--- config.mk ---
export PLATFORM = sky130hd
export DESIGN_NAME = nonce_search_engine
export DESIGN_NICKNAME = d
export VERILOG_FILES = /design/src/rtl/nonce_search_engine.sv
export SDC_FILE = /design/constraint.sdc
export NUM_CORES = 1
export LEC_CHECK = 0
export ABC_AREA = 1
export BUFFER_PORTS_ARGS = -buffer_cell sky130_fd_sc_hd__buf_2
export CAP_MARGIN = 20
export CORE_ASPECT_RATIO = 0.9
export CORE_MARGIN = 2
export CORE_UTILIZATION = 25
export CTS_CLUSTER_SIZE = 16
export DETAILED_ROUTE_END_ITERATION = 10
export GPL_TIMING_DRIVEN = 0
export MAX_ROUTING_LAYER = met4
export PLACE_DENSITY_LB_ADDON = 0.15
export SYNTH_ARGS = -nofsm -noshare
export SYNTH_HDL_FRONTEND = slang
export SYNTH_SLANG_ARGS = --single-unit
--- constraint.sdc ---
create_clock -name clk -period 8.07 [get_ports clk]
set_input_delay 1.614 -clock clk [delete_from_list [all_inputs] [get_ports clk]]
set_output_delay 1.614 -clock clk [all_outputs]
set_load 0.03 [all_outputs]
--- src/rtl/nonce_search_engine.sv ---
// ============================================================================
// Module      : nonce_search_engine
// Description : Block build, micro-hash and target compare with nonce search.
// Revision    : 1.0 - initial release
// ============================================================================
`timescale 1ns/1ps
`default_nettype none

module nonce_search_engine #(
  parameter int NONCE_BYTES = 4,
  parameter int UNROLL      = 1
) (
  input  logic                          clk,
  input  logic                          reset,
  input  logic                          start,
  input  logic                          mode,
  input  logic                          abort,
  input  logic [8*(16-NONCE_BYTES)-1:0] entry,
  input  logic [8*NONCE_BYTES-1:0]      nonce_init,
  input  logic [7:0]                    target,
  input  logic [8*NONCE_BYTES-1:0]      max_tries,
  output logic                          busy,
  output logic                          done,
  output logic                          found,
  output logic [8*NONCE_BYTES-1:0]      nonce_out,
  output logic [23:0]                   hash_out,
  output logic [8*NONCE_BYTES-1:0]      tries
);

  localparam int ENTRY_BYTES = 16 - NONCE_BYTES;
  localparam int NW          = 8 * NONCE_BYTES;
  localparam logic [5:0] c_last_round = 6'(32 - UNROLL);
  localparam logic [5:0] c_step       = 6'(UNROLL);

  typedef enum logic [2:0] {
    S_IDLE  = 3'd0,
    S_LOAD  = 3'd1,
    S_ROUND = 3'd2,
    S_CHECK = 3'd3,
    S_DONE  = 3'd4
  } state_t;

  state_t                 r_state;
  logic [8*ENTRY_BYTES-1:0] r_entry;
  logic [NW-1:0]          r_nonce;
  logic                   r_mode;
  logic [7:0]             r_target;
  logic [NW-1:0]          r_budget;
  logic [NW-1:0]          r_count;
  logic                   r_abort;
  logic [7:0]             r_win [16];
  logic [7:0]             r_a, r_b, r_c;
  logic [5:0]             r_round;

  logic [7:0]             w_win [16];
  logic [7:0]             w_a, w_b, w_c;
  logic [127:0]           w_block;
  logic [7:0]             w_h0, w_h1, w_h2;
  logic                   w_pass;
  logic [NW-1:0]          w_count_next;
  logic                   w_last;

  // UNROLL rounds chained per clock; the window always holds W[i..i+15].
  always_comb begin : p_rounds
    logic [7:0] w_x, w_k, w_new, w_cn;
    logic [5:0] w_idx;
    w_a   = r_a;
    w_b   = r_b;
    w_c   = r_c;
    w_win = r_win;
    for (int j = 0; j < UNROLL; j++) begin
      w_idx = r_round + 6'(j);
      if (w_idx <= 6'd16) begin
        w_x = w_a ^ w_b;
        w_k = 8'h99;
      end else begin
        w_x = w_a | w_b;
        w_k = 8'hA1;
      end
      w_new = w_win[13] | (w_win[7] ^ w_win[2]);
      w_cn  = w_x + w_k + w_win[0];
      w_a   = w_b ^ w_c;
      w_b   = {w_c[3:0], 4'h0};
      w_c   = w_cn;
      for (int m = 0; m < 15; m++) w_win[m] = w_win[m+1];
      w_win[15] = w_new;
    end
  end

  assign w_block      = {r_entry, r_nonce};
  assign w_h0         = 8'h01 + r_a;
  assign w_h1         = 8'h89 + r_b;
  assign w_h2         = 8'hFE + r_c;
  assign w_pass       = (w_h0 < r_target) && (w_h1 < r_target);
  assign w_count_next = r_count + NW'(1);
  assign w_last       = (w_count_next == r_budget);

  always_ff @(posedge clk) begin
    if (!reset) begin
      r_state   <= S_IDLE;
      r_entry   <= '0;
      r_nonce   <= '0;
      r_mode    <= 1'b0;
      r_target  <= '0;
      r_budget  <= '0;
      r_count   <= '0;
      r_abort   <= 1'b0;
      r_a       <= '0;
      r_b       <= '0;
      r_c       <= '0;
      r_round   <= '0;
      for (int m = 0; m < 16; m++) r_win[m] <= '0;
      busy      <= 1'b0;
      done      <= 1'b0;
      found     <= 1'b0;
      nonce_out <= '0;
      hash_out  <= '0;
      tries     <= '0;
    end else begin
      busy <= (r_state == S_LOAD) || (r_state == S_ROUND) || (r_state == S_CHECK);
      done <= (r_state == S_DONE);
      case (r_state)
        S_IDLE: begin
          if (start) begin
            r_entry  <= entry;
            r_nonce  <= nonce_init;
            r_mode   <= mode;
            r_target <= target;
            r_budget <= (max_tries == '0) ? NW'(1) : max_tries;
            r_count  <= '0;
            r_abort  <= 1'b0;
            r_state  <= S_LOAD;
          end
        end
        S_LOAD: begin
          for (int m = 0; m < 16; m++) r_win[m] <= w_block[8*(15-m) +: 8];
          r_a     <= 8'h01;
          r_b     <= 8'h89;
          r_c     <= 8'hFE;
          r_round <= '0;
          if (abort) r_abort <= 1'b1;
          r_state <= S_ROUND;
        end
        S_ROUND: begin
          r_win   <= w_win;
          r_a     <= w_a;
          r_b     <= w_b;
          r_c     <= w_c;
          r_round <= r_round + c_step;
          if (abort) r_abort <= 1'b1;
          if (r_round == c_last_round) r_state <= S_CHECK;
        end
        S_CHECK: begin
          hash_out  <= {w_h0, w_h1, w_h2};
          nonce_out <= r_nonce;
          tries     <= w_count_next;
          found     <= w_pass;
          r_count   <= w_count_next;
          if (w_pass || !r_mode || w_last || r_abort) begin
            r_state <= S_DONE;
          end else begin
            r_nonce <= r_nonce + NW'(1);
            r_state <= S_LOAD;
          end
        end
        S_DONE:  r_state <= S_IDLE;
        default: r_state <= S_IDLE;
      endcase
    end
  end

endmodule

`default_nettype wire

Word level (Yosys, flattened, before mapping)
Index checks and enable logic that the tools add are counted.
{ "op_classes": {"n_lt_le_gt_ge": 3, "n_eq_ne": 10, "addsub": 8, "n_mux": 20, "n_reduce_logical": 18, "bitwise": 5} }
{ "ops": {"columns": ["operator", "count"], "rows": [
  ["case mux 128 bit (2 select lines)", 1],
  ["two-way mux 32 bit", 4],
  ["case mux 32 bit (2 select lines)", 2],
  ["adder 32 x 1 -> 32 bit, second input constant", 2],
  ["case mux 8 bit (2 select lines)", 3],
  ["equality test 32 bit", 1],
  ["logical NOT 32 bit", 1],
  ["bitwise XOR 8 bit", 3],
  ["adder 8 bit", 2],
  ["adder 8 bit, first input constant", 2],
  ["< comparator 8 bit", 2],
  ["OR 8 bit", 2],
  ["case mux 3 bit (4 select lines)", 1],
  ["case mux 6 bit (2 select lines)", 1],
  ["two-way mux 3 bit", 3],
  ["adder 1 x 8 -> 8 bit, first input constant", 1],
  ["two-way mux 8 bit", 1],
  ["adder 6 x 1 -> 6 bit, second input constant", 1],
  ["equality test 3 x 2 -> 1 bit, second input constant", 2],
  ["equality test 6 x 5 -> 1 bit, second input constant", 1],
  ["less-or-equal comparator 6 x 5 -> 1 bit, second input constant", 1],
  ["two-way mux 6 bit", 1],
  ["AND reduction 2 bit", 3],
  ["AND reduction 3 bit", 2],
  ["12 further kinds", 21]
]} }
{ "totals": {"word_cells": 98, "inputBits": 173, "ff_bits": 454} }

Longest topological paths before layout
{ "depth": {"word_depth": 8, "ltp_mapped": 21, "ltp_nobuf": 20} }

Worst setup path after synthesis
OpenSTA, ideal clock, no wires.
{ "synth_path": {"path_type": "register to register", "startpoint": "reg r_a[2]", "endpoint": "reg r_nonce[6]", "arrival_ns": 2.798, "path_stages_with_launch": 21, "path_slack_ns": 5.157, "cell_sequence": "dfxtp_1 > clkbuf_1 > inv_1 > nor3_1 > nand3_1 > nor2_1 > nand2_1 > xor2_1 > inv_1 > ha_1 > nand2_1 > o21a_1 > nand4_1 > nor3b_1 > nand2_1 > nand2_1 > buf_6 > buf_6 > nand3_2 > nand2_1 > nor2_1"} }
{ "synth_via": {"elab_chain_len": 8} }
{ "synth_rtl": {"columns": ["item", "line", "source"], "rows": [
  ["start, declared", "52", "logic [7:0] r_a, r_b, r_c;"],
  ["start signal, assigned", "146", "r_a <= w_a;"],
  ["adder 1 x 8 -> 8 bit", "91", "assign w_h0 = 8'h01 + r_a;"],
  ["named net w_h0[7]", "58", "logic [7:0] w_h0, w_h1, w_h2;"],
  ["< comparator 8 bit", "94", "assign w_pass = (w_h0 < r_target) && (w_h1 < r_target);"],
  ["logical AND 1 bit", "94", null],
  ["logical OR 1 bit (3 in series)", "159", "if (w_pass || !r_mode || w_last || r_abort) begin"],
  ["!= test 2 bit (no source line)", null, null],
  ["AND reduction 3 bit (no source line)", null, null],
  ["end signal, assigned", "126", "r_nonce <= nonce_init;"],
  ["end signal, assigned", "162", "r_nonce <= r_nonce + NW'(1);"],
  ["end, declared", "45", "logic [NW-1:0] r_nonce;"]
]} }
The timed path passes the listed nets, and every way through them passes these cells.
A chain may end at the register's enable or synchronous reset.

Worst setup path in the final report
{ "layout_path": {"startpoint": "reg r_a[2]", "endpoint": "reg r_nonce[7]"} }
The elaborated chain is that of the path after synthesis.

==> impl_metrics.tcl <==
set metrics [dict create \
    outcome "complete, no violations" \
    rows 99 \
    power.internal_mw 4.54 \
    timing.rr.start "r_a[2]$_SDFFE_PN0P_" \
    cts_buffer_depth 3 \
    peakVddDrop_v 0.000148 \
    wl_per_cell_um 20.2 \
    grt_remaining_overflow 0 \
    grt_usage 0.205 \
    worst_pin_slew_ns 1.10 \
    portBuffers 261 \
    synth_async_sr_flop_share 0 \
    min-delay-path-class "register to register" \
    min_path_cells 1 \
    synth_most_common_cell "nand2_1" \
    setup_ws_ns 4.18 \
    worstPathRequired_ns 8.61 \
    regArea_um2 8950 \
    yosysTopAreaCell "dfxtp_1" \
    ys_types 50 \
    min_to "hash_out[1]$_SDFFE_PN0P_" \
    worstSkewPairLatency_ns 0.66 \
    postCtsSetupRepairBufs 0 \
    ys_seq_elements 447 \
    cts_root_buf "clkbuf_16" \
    setup_viol 0 \
    r2r-end "r_nonce[7]$_SDFFE_PN0P_" \
    pre_cts_slack_ns 3.91 \
    cp_max_fo 10 \
    fmax_ghz 0.257 \
    reg2reg_slack_ns 4.18 \
    p_seq_frac 0.400 \
    syn_avg_cell_area_um2 7.22 \
    ioPinCount 264 \
    num-nets-final 3352 \
    crit_chain "clkbuf_1, inv_1, nor3_1, nand3_1, nor2_1, nand2_1, xor2_1, inv_1, ha_1, nand2_1, o21a_1, nand4_1, nor3b_1, nand2_1, nand2_1, buf_6, buf_6, nand3_2, nand2_1, nor2_1" \
    path_buf_inv 5 \
    first_iter_violations 1549 \
    start_kind "register" \
    p_sw_frac 0.346 \
    syn_inst 2823 \
    cts-buffers-inserted 53 \
    first_global_vias 19200 \
    maxSlewViolCount 0 \
    grt_pass1_wl_um 125000 \
    cts.sinks 447 \
    layout-drive-gt1-share 0.127 \
    critPathTopFamily "simple AND/OR/NAND/NOR gates" \
    vias 19900 \
    dieArea_um2 83900 \
    power.net_switching_mw 2.40 \
    hold_start "r_c[1]$_SDFFE_PN0P_" \
    drc 0 \
    rsz0062_at_grt "false" \
    synth_common_cells "nand2_1 (575), dfxtp_1 (447), a21oi_1 (354)" \
    reg2reg_depth 20 \
    syn_area_um2 20400 \
    criticalPathCategory "register to register" \
    firstDrtPassIters 7 \
    netlist_top_cells_area "dfxtp_1 (44%), nand2_1 (11%), a21oi_1 (8.7%)" \
    fill_cells 8937 \
    critPathCaptureType "register" \
    fin_skew_ns 0.0593 \
    yosys_warnings 0 \
    leakage_nw 10.6 \
    viasPerCell 4.68 \
    cts_resized 0 \
    grt_max_degree 17 \
    synth-edff-count 0 \
    critPathMaxStageDelay_ns 0.38 \
    pwr-share-comb 0.228 \
    clkTransAtPathRegs_ns 0.06 \
    drv_cap 0 \
    start_util 0.252 \
    period_share 0.482 \
    multi_input_area_um2 9770 \
    wl_um 85800 \
    antenna_found_initial 5 \
    design.core.area_um2 80900 \
    crit_start "r_a[2]$_SDFFE_PN0P_" \
    hpwlAfterDp_um 65900 \
    min_period_ns 3.89 \
    die_w_um 305 \
    yosysSeqAreaShare 0.439 \
    powerDensity_nw_per_um2 278 \
    areaGrowthSynthToFinish_pct 22.2 \
    hold_viol 0 \
    cts_hold_buf 0 \
    slew_headroom 0.269 \
    ys_dominant_reg_cell "dfxtp_1" \
    synth_top_area_share 0.439 \
    cts_max_level 2 \
    whs_ns 0.441 \
    critical_path_arrival_ns 4.43 \
    synth_nets 3036 \
    cts_tree "done" \
    detail-route-antenna-nets 0 \
    dieHeight_um 275 \
    place.gp.congestion 0.888 \
    pwr-share-clk 0.372 \
    cp_slowest_cell "nor3b_1" \
    fin_setup_tns_ns 0 \
    crit_path_frequent_cell "nand2_1" \
]
[how the worst max path moves through the flow]
stage / endpoint / slack, ns / cells after the start
6_report: r_nonce[7]$_SDFFE_PN0P_ / 4.18 / 20
4_1_cts: r_nonce[20]$_SDFFE_PN0P_ / 4.18 / 19
2_1_floorplan: r_nonce[6]$_SDFFE_PN0P_ / 5.16 / 20
3_3_place_gp: r_entry[45]$_SDFFE_PN0P_ / 3.93 / 6
3_5_place_dp: r_entry[40]$_SDFFE_PN0P_ / 3.91 / 6
5_1_grt: r_nonce[1]$_SDFFE_PN0P_ / 3.73 / 20
[layout by cell type, fill, tap and decap left out, drive strengths merged, types with 25 or more instances in the layout]
cell,n
inv,252
a21oi,354
nor2,291
nor3,25
ha,36
a211oi,27
o221ai,32
buf,287
nand3,131
nand2,582
o21ai,330
dfxtp,447
clkbuf,231
[cell families (layout without fill, tap and decap cells)]
family / count (synthesis) / after routing / synth area share
buffers and inverters: 433 / 792 / 0.0823
xor gates and xnor gates: 31 / 31 / 0.0148
DFF: 447 / 447 / 0.439
AOI/OAI and AO/OA: 798 / 798 / 0.212
adders and majority gates: 40 / 40 / 0.0260
other: 1 / 6 / 0.000184
muxes: 5 / 5 / 0.00252
and+or+nand+nor: 1068 / 1068 / 0.223
[state kept, by name (all words and copies together), names as in the netlist]
register,cells
busy,1
done,1
found,1
hash_out,22
nonce_out,32
r_a,8
r_abort,1
r_b,3
r_budget,32
r_c,8
r_count,32
r_entry,96
r_mode,1
r_nonce,32
r_round,6
r_state,3
r_target,8
r_win,128
tries,32
[power by group through the flow]
stage	registers, mW	logic, mW	clock network [mW]
2_1_floorplan	2.75	0.977	0
3_3_place_gp	2.81	1.58	0
3_5_place_dp	2.81	1.58	0
4_1_cts	2.77	1.59	2.63
5_1_grt	2.80	1.76	2.73
6_report	2.77	1.58	2.58
[metal layers]
metal,global-route usage,share of wire
met2,0.316,0.44
met3,0.0255,0.046
met1,0.282,0.49
met5,-,0
met4,0.0569,0.025
[through the flow]
step / instance area, um2 / total power, mW / utilization / instances
after floorplan: 20400 / 3.73 / - / 2823
after global placement: 23000 / 4.39 / 0.285 / 4144
after detailed placement: 23000 / 4.39 / 0.285 / 4144
after CTS: 24900 / 6.99 / 0.308 / 4242
after global routing: 24900 / 7.30 / 0.308 / 4244
final: 24900 / 6.93 / 0.308 / 4247
[cell type report]
cell class,count,share of cell area
inverter,257,0.0387
multi-input combinational,1943,0.392
timing repair buffer,261,0.0524
clock buffer,81,0.0651
sequential,447,0.359
buffer,176,0.0286
antenna,5,0.000502
clock inverter,17,0.0102
tap,1060,0.0532
Power figures use the tool's default switching activity.
